**config.mk**
```make
export PLATFORM = sky130hd
export DESIGN_NAME = flptadder_normalize_pack
export DESIGN_NICKNAME = d
export VERILOG_FILES = /design/src/rtl/flptadder_normalize_pack.sv
export SDC_FILE = /design/constraint.sdc
export NUM_CORES = 1
export LEC_CHECK = 0
export BUFFER_PORTS_ARGS = -buffer_cell sky130_fd_sc_hd__buf_2
export CORE_MARGIN = 2
export CORE_UTILIZATION = 45
export CTS_CLUSTER_SIZE = 12
export DETAILED_ROUTE_END_ITERATION = 8
export GPL_TIMING_DRIVEN = 0
export PLACE_DENSITY = 0.69
export SYNTH_ARGS = -nofsm -noshare
export SYNTH_HDL_FRONTEND = slang
export SYNTH_SLANG_ARGS = --single-unit
```
**constraint.sdc**
```tcl
create_clock -name clk -period 6.6 [get_ports clk]
set_clock_uncertainty 0.2 [all_clocks]
set_input_delay 0.33 -clock clk [delete_from_list [all_inputs] [get_ports clk]]
set_output_delay 0.33 -clock clk [all_outputs]
set_load 0.01 [all_outputs]
```
**src/rtl/flptadder_normalize_pack.sv**
```systemverilog
// Normalization and packing stage of the 10-bit float adder.
// Takes the sign-magnitude mantissa sum and the aligned exponent, walks the
// leading one into the hidden-bit position one bit per cycle, then packs
// {sign, exp[4:0], frac[3:0]} with saturation on overflow and flush on underflow.
module flptadder_normalize_pack (
  input  logic       clk,
  input  logic       rst_n,
  input  logic       in_valid,
  output logic       in_ready,
  input  logic [6:0] signed_mantissa_sum,
  input  logic [4:0] exp_in,
  output logic       out_valid,
  input  logic       out_ready,
  output logic [9:0] result,
  output logic       out_ovf,
  output logic       out_unf
);

  typedef enum logic [1:0] {IDLE, NORM, DONE} state_t;

  state_t      state, state_nxt;
  logic        sign_r, sign_nxt;
  logic [5:0]  mag_r, mag_nxt;
  logic [4:0]  exp_r, exp_nxt;
  logic [9:0]  result_nxt;
  logic        ovf_nxt, unf_nxt;

  // Truncating pack: a carry drops the mantissa LSB and bumps the exponent,
  // otherwise bits [3:0] below the hidden one become the fraction.
  function automatic logic [9:0] pack_trunc(input logic       s,
                                            input logic [4:0] e,
                                            input logic [5:0] m,
                                            input logic       carry);
    logic [4:0] e_inc;
    e_inc = e + 5'd1;
    if (carry) return {s, e_inc, m[4:1]};
    else       return {s, e, m[3:0]};
  endfunction

  // Largest representable magnitude with the operand sign kept.
  function automatic logic [9:0] saturate(input logic s);
    return {s, 5'h1F, 4'hF};
  endfunction

  assign in_ready  = (state == IDLE);
  assign out_valid = (state == DONE);

  // Next-state, datapath and packing decisions for the current state.
  always_comb begin
    state_nxt  = state;
    sign_nxt   = sign_r;
    mag_nxt    = mag_r;
    exp_nxt    = exp_r;
    result_nxt = result;
    ovf_nxt    = out_ovf;
    unf_nxt    = out_unf;
    case (state)
      IDLE: begin
        if (in_valid) begin
          sign_nxt  = signed_mantissa_sum[6];
          mag_nxt   = signed_mantissa_sum[5:0];
          exp_nxt   = exp_in;
          state_nxt = NORM;
        end
      end
      NORM: begin
        if (mag_r == 6'd0 || exp_r == 5'd0) begin
          // Zero operand or zero sum: positive zero, no flags.
          result_nxt = 10'h000;
          ovf_nxt    = 1'b0;
          unf_nxt    = 1'b0;
          state_nxt  = DONE;
        end else if (mag_r[5] && exp_r == 5'h1F) begin
          result_nxt = saturate(sign_r);
          ovf_nxt    = 1'b1;
          unf_nxt    = 1'b0;
          state_nxt  = DONE;
        end else if (mag_r[5] || mag_r[4]) begin
          result_nxt = pack_trunc(sign_r, exp_r, mag_r, mag_r[5]);
          ovf_nxt    = 1'b0;
          unf_nxt    = 1'b0;
          state_nxt  = DONE;
        end else if (exp_r == 5'd1) begin
          // Another left shift would need exponent 0: flush to zero.
          result_nxt = 10'h000;
          ovf_nxt    = 1'b0;
          unf_nxt    = 1'b1;
          state_nxt  = DONE;
        end else begin
          mag_nxt = {mag_r[4:0], 1'b0};
          exp_nxt = exp_r - 5'd1;
        end
      end
      DONE: begin
        if (out_ready) state_nxt = IDLE;
      end
      default: state_nxt = IDLE;
    endcase
  end

  // State, working mantissa/exponent and registered outputs.
  always_ff @(posedge clk or negedge rst_n) begin
    if (!rst_n) begin
      state   <= IDLE;
      sign_r  <= 1'b0;
      mag_r   <= 6'd0;
      exp_r   <= 5'd0;
      result  <= 10'h000;
      out_ovf <= 1'b0;
      out_unf <= 1'b0;
    end else begin
      state   <= state_nxt;
      sign_r  <= sign_nxt;
      mag_r   <= mag_nxt;
      exp_r   <= exp_nxt;
      result  <= result_nxt;
      out_ovf <= ovf_nxt;
      out_unf <= unf_nxt;
    end
  end

endmodule

```
# Word level (Yosys, flattened, before mapping)
# Index checks and enable logic that the tools add are counted.
# Widths: inputs -> output; s select.
# word_totals
register_bits	26
word_cells	64
# op_classes
add_sub_neg	2
n_eq_ne	11
mux	32
reduce_logical	12
# ops
cell	n
$mux 10	4
$mux 6	5
$mux 5	5
$mux 2	6
$pmux 6 s2	1
$ne 2x2->1 const B	5
$pmux 5 s2	1
$mux 9	1
$mux 1	8
$logic_not 6->1	1
$pmux 2 s3	1
$reduce_and 6->1	1
$add 5x1->5 const B	1
$eq 5x1->1 const B	1
$eq 5x5->1 const B	1
$logic_not 5->1	1
$ne 5x5->1 const B	1
$sub 5x1->5 const B	1
$reduce_and 2->1	2
$reduce_bool 4->1	1
$reduce_and 3->1	1
$eq 2x1->1 const B	1
$eq 2x2->1 const B	1
$logic_not 2->1	1
other kinds (4)	5

# Longest topological paths before layout
# Gate-level depths: netlist (run 1).
# logic_depth
ltp_word	6
ltp_mapped	8
mapped_depth_nobuf	7

# Worst setup path after synthesis (run 1)
# OpenSTA, ideal clock, no wires.
# synth_timing
path_type	register to register
from	reg exp_r[0]
to	reg result[3]
setup_time_ps	127
t_arrival_ps	1836
t_required_ps	6273
setup_slack_ps	4436
stages_incl_launch_ff	7
period_less_slack_ps	2164
path_cell_list	dfrtp_1 -> inv_1 -> ha_1 -> or2_1 -> a211oi_4 -> nand2b_4 -> mux2_1
# synth_between
elab_chain_len	4
word_cells_on_any_way	9
cone_classes	eq/ne (2); mux (2); reduce/logical (5)
# synth_rtl
element	line	source
start, declared	24	logic [4:0] exp_r, exp_nxt;
start signal, assigned	115	exp_r <= exp_nxt;
$eq 5x5->1 / $logic_not 5->1 (equally long branches)	73, 67	
$logic_and 1x1->1 / $logic_or 1x1->1 (equally long branches)	73, 67	
$reduce_bool 4->1 (no source line) / $mux 10 (equally long branches)	-	
$reduce_and 2->1 (no source line) / $mux 10 (equally long branches)	-	
end signal, assigned	116	result <= result_nxt;
end, declared	14	output logic [9:0] result,
# Parallel ways exist; a longest one is shown, timed or not.
# A chain may end at the register's enable or synchronous reset.

# Worst setup path after layout (run 1)
# layout_timing
from	reg exp_r[0]
to	reg exp_r[3]
# layout_between
elab_chain_len	6
word_cells_on_any_way	15
cone_classes	add/sub (1); eq/ne (5); mux (5); reduce/logical (4)
# layout_rtl
element	line	source
$sub 5x1->5	91	exp_nxt = exp_r - 5'd1;
$mux 5	83	end else if (exp_r == 5'd1) begin
$mux 5	78	end else if (mag_r[5] || mag_r[4]) begin
$mux 5	73	end else if (mag_r[5] && exp_r == 5'h1F) begin
$mux 5	67	if (mag_r == 6'd0 || exp_r == 5'd0) begin
$pmux 5 s2	57	case (state)
# Parallel ways exist; a longest one is shown, timed or not. The select of a mux whose other input is x is not followed.

==> flow_summary.json, run 1 <==
{
  "relSlewSlack_pct": 57.1,
  "nNetsFinal": 221,
  "finalCritPeriodShare_pct": 36.6,
  "total_power_mw": 0.868,
  "r2r_end": "exp_r[3]",
  "detailed_place_hpwl_um": 2810,
  "initial_core_util_pct": 47.0,
  "fmax_mhz": 414,
  "synth.distinct_cells": 45,
  "dieArea_um2": 3970,
  "area_delta_synth_final_pct": 15.6,
  "swShare_pct": 47.9,
  "drive_gt1_share_pct": 23.2,
  "worstSetupPathType": "reg -> reg",
  "final_hold_viol_count": 0,
  "p_switching_mw": 0.415,
  "r2r_cells": 6,
  "antenna_found_initial": 0,
  "finalCriticalPeriod_ps": 2410,
  "drt_iter0_markers": 128,
  "rows": 21,
  "cp-end-kind": "flop",
  "dp.cells": 239,
  "slowest_stage": "a2111oi_1",
  "grt_pass1_wl_um": 6490,
  "reg2reg_slack_ps": 4190,
  "postCtsSetupBuffers": 0,
  "clkPwrFrac_pct": 8.0,
  "ys_async_sr_fraction_pct": 100,
  "powerDensity_nw_per_um2": 479,
  "cts.root.buffer_cell": "clkbuf_4",
  "synth_cells": 164,
  "rsz0062_at_grt": "false",
  "setup.worst_path.start_class": "flop",
  "drt_wl_total_um": 3900,
  "path_clk_slew_ps": 150,
  "leakagePower_nw": 0.806,
  "holdCritPathClass": "in -> reg",
  "worstMarginPinSlew_ps": 642,
  "power_frac_comb_pct": 56.4,
  "path_delay_family": "compound AO/OA/AOI/OAI gates",
  "cts-htree-levels": 1,
  "yosysWarnings": 0,
  "drc": 0,
  "crit_chain": "inv_1, ha_1, or2_1, a2111oi_1, o21ai_0, o2bb2ai_1",
  "finalSetupViolCount": 0,
  "synth-edff-count": 0,
  "dr.pass1.iters": 4,
  "numCtsBuffers": 3,
  "grt_pass1_vias": 1386,
  "setup_tns_ps": 0,
  "worst_slack_ps": 4190,
  "diodes": 0,
  "cts_tree": "yes",
  "crit_end": "exp_r[3]",
  "max-cap-violations": 0,
  "io_buffers": 29,
  "vias_per_cell": 5.75,
  "die_w_um": 63.0,
  "max_stage_delay_ps": 630,
  "ys_seq_elements": 26,
  "crit_start": "exp_r[0]",
  "status": "finished, final reports clean",
  "syn-num-nets": 185,
  "drtAntennaViolNets": 0,
  "crit_fanout": 9,
  "crit_required_ps": 6620,
  "intPower_mw": 0.453,
  "fp.coreArea_um2": 3340,
  "track_usage_pct": 20.9,
  "peakVddDrop_v": 0.000204,
  "rr_startpoint": "exp_r[0]",
  "grt_max_degree": 27,
  "dieHeight_um": 63.0,
  "cp.arrival_ps": 2440,
  "seqPwrFrac_pct": 35.6,
  "routedWlPerCell_um": 16.0,
  "grt_overflow": 0,
  "vias": 1403,
  "synthFlopType": "dfrtp_1",
  "clockBufferDepth": 2,
  "cts_sinks": 26,
  "instances_no_fill": 244,
  "boundaryPins": 30,
  "crit_cells": 6,
  "cp_num_buf_inv": 1,
  "hp-start": "signed_mantissa_sum[0]",
  "synth_seq_area_share_pct": 41.5,
  "synth_area_per_cell_um2": 9.56,
  "place_ws_ps": 4210,
  "slew_violations": 0,
  "gp_congestion": 0.810,
  "syn-cell-area_um2": 1570,
  "clk_latency_ps": 330
}
==> power by group through the flow <==
| stage | clock, mW | sequential, mW | combinational (mW) |
|---|---|---|---|
| 5_1_grt | 0.0762 | 0.319 | 0.541 |
| 3_5_place_dp | 0 | 0.312 | 0.484 |
| 6_report | 0.0696 | 0.309 | 0.489 |
| 3_3_place_gp | 0 | 0.308 | 0.467 |
| 4_1_cts | 0.0693 | 0.308 | 0.488 |
| 2_1_floorplan | 0 | 0.309 | 0.340 |
==> worst register-to-register path, cell delays in order (launching register included) <==
cell and delay [ps]:
dfrtp_1 520, inv_1 130, ha_1 240, or2_1 260, a2111oi_1 630, o21ai_0 210, o2bb2ai_1 160
==> how the worst min path moves through the flow <==
stage | to | slack, ps | depth (start not counted)
floorplan | exp_r[0] | -170 | 0
global placement | out_unf | 150 | 1
detailed placement | out_unf | 170 | 1
CTS | mag_r[0] | 20 | 2
global route | sign_r | 20 | 2
finish | mag_r[0] | 9 | 2
==> flip-flops by register name, indices dropped and copies added (netlist names) <==
signal,flops
exp_r,5
mag_r,6
out_ovf,1
out_unf,1
result,10
sign_r,1
state,2
==> repair_timing <==
action | CTS | global route
endpoints found under the hold margin | 27 | 0
gates resized for setup | 0 | 0
hold buffers | 2 | 0
==> per-stage QoR <==
stage	instance area [µm²]	hold slack, ps	utilization [%]
after floorplan	1570	-166	-
after global placement	1770	150	53.1
after detailed placement	1770	174	53.1
after CTS	1810	21.7	54.3
after global routing	1810	23.8	54.3
final	1810	9.15	54.3
==> synth_stat cells (all sizes together) (3+ instances only) <==
| cell type | n | area [µm²] |
|---|---|---|
| a21oi | 16 | 83.8 |
| o41ai | 5 | 81.3 |
| a31oi | 5 | 31.3 |
| nand3 | 4 | 20.0 |
| nor2 | 5 | 18.8 |
| nor3 | 3 | 20.0 |
| nand2 | 13 | 48.8 |
| clkbuf | 10 | 37.5 |
| mux2 | 4 | 45.0 |
| a211oi | 6 | 57.6 |
| ha | 5 | 62.6 |
| dfrtp | 26 | 651 |
| nor3b | 5 | 37.5 |
| o21ai | 19 | 98.8 |
| nand2b | 3 | 26.3 |
| inv | 9 | 33.8 |
==> cells in the final DEF (no fill, tap or decap), types with 3 or more instances in the layout <==
cell type and instances:
buf_2 30, dfrtp_1 26, a21oi_1 15, nand2_1 13, o21ai_0 13, clkbuf_1 10
inv_1 8, nor2_1 5, o21ai_1 5, a211oi_1 5, a31oi_1 5, nor3b_1 5
o41ai_2 5, ha_1 5, mux2_1 4, nand3_1 4, clkbuf_4 3
==> routing by layer <==
layer	part of all wire [%]	GRT usage, %
met1	45	26.1
met2	49	36.8
met3	4.2	2.70
met4	1.5	6.94
met5	0	0
==> layout make-up <==
type,count,area [µm²]
Timing Repair Buffer,31,165
Tap cell,46,57.6
Fill cell,316,1520
Sequential cell,26,651
Multi-Input combinational cell,117,830
Inverter,9,33.8
Buffer,12,53.8
Clock buffer,3,22.5
==> logic make-up (layout without fill, tap and decap cells) <==
group                    after synthesis  count (layout)  synth area share [%]
buffers and inverters                 21              55                  5.59
adder cells (fa/ha/maj)                5               5                  3.99
multiplexers                           5               5                  3.51
AO/OA/AOI/OAI                         61              61                  27.9
flip-flops                            26              26                  41.5
AND/OR/NAND/NOR                       46              46                  17.6
No activity file was read; power rests on OpenSTA's default activity.
==> run 2, diff against run 1 <==
==> constraint.sdc (replaced) <==
create_clock -name clk -period 2.35 [get_ports clk]
set_clock_uncertainty 0.2 [all_clocks]
set_input_delay 0.1175 -clock clk [delete_from_list [all_inputs] [get_ports clk]]
set_output_delay 0.1175 -clock clk [all_outputs]
set_load 0.01 [all_outputs]
==> run 2 against run 1 <==
Against the previous run:
- clock power grew to 2.8 times the previous value
- via count increased by 2.4%
- global-route usage up 0.54 points
- sequential power rose to 2.9 times the previous value
- highest routed layer unchanged
- final cell count up 5.7%
- die area is the same
- non-clock buffer count increased by 14
- hold slack improved by 33 ps
- register-to-register slack worse by 4100 ps
- core utilization up 4.4 points
- first-iteration DRC count down 0.78%
- count of clock-buffer cells in the layout did not move
==> flow_summary.json, run 2 (synthesis gave the netlist of run 1 again) <==
{
  "vias_per_cell": 5.57,
  "slowest_stage": "dfrtp_2",
  "crit_start": "exp_r[0]",
  "top_regs": "result (10), mag_r (6), exp_r (5)",
  "drt_wl_total_um": 3990,
  "crit_fanout": 9,
  "die_w_um": 63.0,
  "dieArea_um2": 3970,
  "holdCritPathClass": "in -> reg",
  "hp-start": "in_valid",
  "reg2reg_slack_ps": 90,
  "fillers": 300,
  "dr.pass1.iters": 4,
  "relSlewSlack_pct": 57.2,
  "clockBufferDepth": 2,
  "clk_latency_ps": 330,
  "track_usage_pct": 21.4,
  "finalCriticalPeriod_ps": 2260,
  "max-cap-violations": 0,
  "area_delta_synth_final_pct": 25.1,
  "drt_iter0_markers": 127,
  "routedWlPerCell_um": 15.5,
  "path_clk_slew_ps": 150,
  "largest_reg_flops": 10,
  "fp.coreArea_um2": 3340,
  "cp-end-kind": "flop",
  "cp_num_buf_inv": 1,
  "antenna_found_initial": 0,
  "cts_sinks": 26,
  "total_power_mw": 2.49,
  "fin_util_pct": 58.8,
  "powerDensity_nw_per_um2": 1270,
  "diodes": 0,
  "cts_tree": "yes",
  "initial_core_util_pct": 47.0,
  "r2r_cells": 6,
  "r2r_end": "result[3]",
  "cts.root.buffer_cell": "clkbuf_4",
  "drtAntennaViolNets": 0,
  "worstMarginPinSlew_ps": 639,
  "crit_required_ps": 2360,
  "status": "finished, final reports clean",
  "vias": 1437,
  "leakagePower_nw": 0.868,
  "gp_congestion": 0.810,
  "drc": 0,
  "detailed_place_hpwl_um": 2810,
  "rows": 21,
  "worst_slack_ps": 94.7,
  "grt_pass1_vias": 1445,
  "slew_violations": 0,
  "max_stage_delay_ps": 470,
  "path_delay_family": "simple AND/OR/NAND/NOR gates",
  "cts-htree-levels": 1,
  "finalSetupViolCount": 0,
  "crit_chain": "inv_1, ha_1, or2_1, a211oi_4, nand2b_4, mux2_1",
  "rr_startpoint": "exp_r[0]",
  "largest_register": "result",
  "setup.worst_path.start_class": "flop",
  "worstSetupPathType": "reg -> reg",
  "fmax_mhz": 443,
  "final_hold_viol_count": 0,
  "place_ws_ps": -37.1,
  "finalCritPeriodShare_pct": 96.0,
  "boundaryPins": 30,
  "grt_max_degree": 27,
  "grt_pass1_wl_um": 6670,
  "hold_path_depth": 4,
  "cp.arrival_ps": 2270,
  "drive_gt1_share_pct": 25.0,
  "layout_commonest_cell": "buf_2",
  "dieHeight_um": 63.0,
  "final_cell_mix": "buf_2 (30), dfrtp_1 (23), a21oi_1 (15), dlygate4sd3_1 (14)",
  "holdPathEnd": "exp_r[4]",
  "nNetsFinal": 235,
  "grt_overflow": 0,
  "io_buffers": 29,
  "peakVddDrop_v": 0.000594,
  "numCtsBuffers": 3
}
run 2: cell count changes in the layout (fill, tap and decap cells not counted):
| cell | before | now |
|---|---|---|
| clkbuf_1 | 10 | 9 |
| dfrtp_2 | 0 | 3 |
| dlygate4sd3_1 | 2 | 14 |
| dfrtp_1 | 26 | 23 |
| a2111oi_2 | 0 | 1 |
| buf_4 | 0 | 3 |
| a2111oi_1 | 1 | 0 |
run 2: repair_timing:
action / CTS / global route
endpoints found under the setup margin: 7 / 22
hold buffers: 14 / 0
gates resized for setup: 1 / 3
buffers inserted: 0 / 3
pin swaps: 0 / 1
hold endpoints to repair: 39 / 0
run 2: power breakdown:
| part | internal (mW) | total (mW) | switching (mW) |
|---|---|---|---|
| Sequential | 0.660 | 0.892 | 0.232 |
| Clock | 0.0602 | 0.195 | 0.135 |
| Combinational | 0.592 | 1.40 | 0.810 |
run 2: final cells by class:
cell class	count	area [µm²]	share of cell area (%)
repair buffers	46	308	15.7
well taps	46	57.6	2.94
multi-input cells	117	835	42.6
inverters	9	33.8	1.72
clock buffers	3	22.5	1.15
plain buffers	11	50.0	2.55
flip-flops and latches	26	654	33.4
run 2: per-stage QoR:
| step | setup TNS (ps) | instances | cell area, µm² | hold slack [ps] |
|---|---|---|---|---|
| 2_1_floorplan | 0 | 164 | 1570 | -378 |
| 3_3_place_gp | 0 | 239 | 1770 | -62.9 |
| 3_5_place_dp | -87.5 | 239 | 1770 | -38.5 |
| 4_1_cts | 0 | 256 | 1930 | 47.5 |
| 5_1_grt | -14.6 | 258 | 1960 | 92.0 |
| 6_report | 0 | 258 | 1960 | 42.0 |
run 2: how the worst max path moves through the flow:
| stage | endpoint | slack, ps | cells after the start |
|---|---|---|---|
| floorplan | result[3] | 190 | 6 |
| global placement | result[6] | 20 | 6 |
| detailed placement | exp_r[3] | -40 | 6 |
| CTS | exp_r[3] | 20 | 6 |
| global route | exp_r[1] | -10 | 7 |
| finish | result[3] | 90 | 6 |
run 2: worst reg2reg max path, cell delays in order (launching register included):
cell and delay, ps:
dfrtp_2 470, inv_1 100, ha_1 220, or2_1 260, a211oi_4 330, nand2b_4 230
mux2_1 340
run 2: metal layers:
layer	wire [µm]	track usage [%]	vias up
met1	1830	26.3	701
met5	0	0	-
li1	-	-	703
met3	110	2.52	8
met2	1980	38.6	25
met4	70	6.94	0
==> run 3, diff against run 2 <==
--- a/config.mk
+++ b/config.mk
@@ -5,9 +5,11 @@
 export SDC_FILE = /design/constraint.sdc
 export NUM_CORES = 1
 export LEC_CHECK = 0
+export ABC_AREA = 1
 export BUFFER_PORTS_ARGS = -buffer_cell sky130_fd_sc_hd__buf_2
 export CORE_MARGIN = 2
 export CORE_UTILIZATION = 45
+export CTS_BUF_LIST = sky130_fd_sc_hd__clkbuf_8
 export CTS_CLUSTER_SIZE = 12
 export DETAILED_ROUTE_END_ITERATION = 8
 export GPL_TIMING_DRIVEN = 0
==> run 3 against run 2 <==
Against the previous run:
- hold slack lost 25 ps
- die area up 6.0%
- global-route usage down 1.7 points
- combinational power rose by 15%
- fmax increased by 0.64%
- worst setup slack improved by 14 ps
- clock power is 95% higher
- wire length down 2.5%
- critical path type unchanged
==> flow_summary.json, run 3 <==
{
  "status": "finished, final reports clean",
  "cts-htree-levels": 1,
  "crit_required_ps": 2370,
  "slowest_stage": "dfrtp_1",
  "holdCritPathClass": "in -> reg",
  "cp.arrival_ps": 2260,
  "rows": 22,
  "diodes": 0,
  "rsz0062_at_grt": "false",
  "dieHeight_um": 64.9,
  "boundaryPins": 30,
  "hp-start": "signed_mantissa_sum[3]",
  "netlist_top_cells_area": "dfrtp_1 (39%), nand2_1 (18%), nand3_1 (8.1%)",
  "drc": 0,
  "peakVddDrop_v": 0.000677,
  "fp.coreArea_um2": 3610,
  "ys_async_sr_fraction_pct": 100,
  "worstMarginPinSlew_ps": 597,
  "largest_reg_flops": 10,
  "cts_resized": 0,
  "leakagePower_nw": 1.12,
  "cts_sinks": 26,
  "final_hold_viol_count": 0,
  "clk_latency_ps": 270,
  "max_stage_delay_ps": 470,
  "track_usage_pct": 19.7,
  "cp-end-kind": "flop",
  "top_regs": "result (10), mag_r (6), exp_r (5)",
  "stdcell_area_um2": 2080,
  "grt_pass1_wl_um": 6470,
  "synth_most_common_cell": "nand2_1",
  "cts_tree": "yes",
  "slew_violations": 0,
  "initial_core_util_pct": 46.3,
  "grt_max_degree": 27,
  "area_delta_synth_final_pct": 24.4,
  "io_buffers": 29,
  "synth_seq_area_share_pct": 39.0,
  "place_ws_ps": 146,
  "dr.pass1.iters": 5,
  "synth_cells": 218,
  "ys_seq_elements": 26,
  "drt_iter0_markers": 39,
  "cts.root.buffer_cell": "clkbuf_8",
  "finalCriticalPeriod_ps": 2240,
  "dieArea_um2": 4210,
  "syn-num-nets": 239,
  "layout_commonest_cell": "nand2_1",
  "relSlewSlack_pct": 60.2,
  "drive_gt1_share_pct": 22.7,
  "synth.distinct_cells": 23,
  "grt_overflow": 0,
  "synth_common_cells": "nand2_1 (78), nand3_1 (27), dfrtp_1 (26)",
  "path_clk_slew_ps": 100,
  "fin_util_pct": 57.6,
  "synthFlopType": "dfrtp_1",
  "nNetsFinal": 286,
  "worst_slack_ps": 109,
  "setup.worst_path.start_class": "flop",
  "fillers": 367,
  "finalSetupViolCount": 0,
  "yosysWarnings": 0,
  "drtAntennaViolNets": 0,
  "max-cap-violations": 0,
  "yosysTopAreaCell": "dfrtp_1",
  "rr_startpoint": "exp_r[0]",
  "vias": 1547,
  "crit_fanout": 10,
  "cp_num_buf_inv": 1,
  "setup_tns_ps": 0,
  "fmax_mhz": 446,
  "crit_chain": "ha_1, nand2_1, nor2_1, ha_1, nand2_2, nand2_2, o21bai_4, buf_6, nand3_1, nand2_1",
  "synth-edff-count": 0,
  "routedWlPerCell_um": 12.5,
  "vias_per_cell": 4.96,
  "die_w_um": 64.9,
  "syn-cell-area_um2": 1670,
  "numCtsBuffers": 3,
  "grt_pass1_vias": 1432,
  "worstSetupPathType": "reg -> reg",
  "gp_congestion": 0.844,
  "clockBufferDepth": 2,
  "placed_area_um2": 1870,
  "synth_area_per_cell_um2": 7.66,
  "drt_wl_total_um": 3890,
  "powerDensity_nw_per_um2": 1360,
  "finalCritPeriodShare_pct": 95.4,
  "final_cell_mix": "nand2_1 (78), buf_2 (30), nand3_1 (27), dfrtp_1 (26), inv_1 (17)",
  "crit_start": "exp_r[0]",
  "path_delay_family": "simple AND/OR/NAND/NOR gates",
  "detailed_place_hpwl_um": 2740,
  "largest_register": "result",
  "antenna_found_initial": 0,
  "synth_top_area_share_pct": 39.0
}
-- run 3: cell count changes after synthesis, moves of 8 or more --
cell,change
nand2_1,+65
nand3_1,+23
a21oi_1,-11
clkbuf_1,-9
inv_1,+9
nor2_1,+8
-- run 3: worst reg2reg max path, cell delays in order (launching register included) --
cell and delay, ps:
dfrtp_1 470, ha_1 270, nand2_1 60, nor2_1 40, ha_1 220, nand2_2 180, nand2_2 100, o21bai_4 300
buf_6 200, nand3_1 80, nand2_1 60
-- run 3: area by class of cell --
class | instances | area [µm²] | share of cell area (%)
plain buffers | 9 | 88.8 | 4.28
clock buffers | 3 | 41.3 | 1.99
clock inverters | 1 | 30.0 | 1.45
inverters | 17 | 63.8 | 3.07
multi-input cells | 166 | 866 | 41.7
flip-flops and latches | 26 | 651 | 31.3
well taps | 48 | 60.1 | 2.89
repair buffers | 42 | 275 | 13.3
-- run 3: logic make-up (layout without fill, tap and decap cells) --
family | Yosys count | after routing | share of synthesized area (%)
fa+ha+maj | 5 | 5 | 3.75
simple gates | 129 | 129 | 35.5
buf+inv | 26 | 72 | 9.14
compound gates | 32 | 32 | 12.6
flops | 26 | 26 | 39.0
-- run 3: through the flow --
step           total power, mW  hold slack, ps  instances
6_report                  2.83            16.7        312
5_1_grt                   3.08            59.2        312
4_1_cts                   2.84            9.22        312
3_5_place_dp              2.44           -43.1        295
3_3_place_gp              2.41           -48.4        295
2_1_floorplan             2.04            -378        218
-- run 3: path summary, 6_finish.rpt --
path / cells past startpoint / slack (ps) / to
max: 10 / 110 / exp_r[2]
max in group asynchronous: 2 / 1390 / mag_r[2]
min reg2reg: 2 / 280 / out_ovf
min: 5 / 20 / mag_r[3]
max reg2reg: 10 / 110 / exp_r[2]
min in group asynchronous: 2 / 170 / state[0]
-- run 3: where the power goes --
group	switching, mW	internal, mW	leakage [nW]
clock network	0.153	0.228	0.0357
logic	0.981	0.633	0.753
registers	0.193	0.641	0.328
total	1.33	1.50	1.12
-- run 3: routing by layer --
metal  up-vias  global-route usage (%)  wire (µm)  part of all wire (%)
li1        798                       -          -                     -
met1       689                    26.0       1760                    45
met2        55                    34.1       1860                    48
met3         5                    1.74        230                   5.9
met4         0                    6.12         37                  0.95
met5         -                       0          0                     0
-- run 3: timing repair --
item                      CTS  global route
setup buffers               0             0
hold buffers               13             0
hold endpoints to repair   38             0
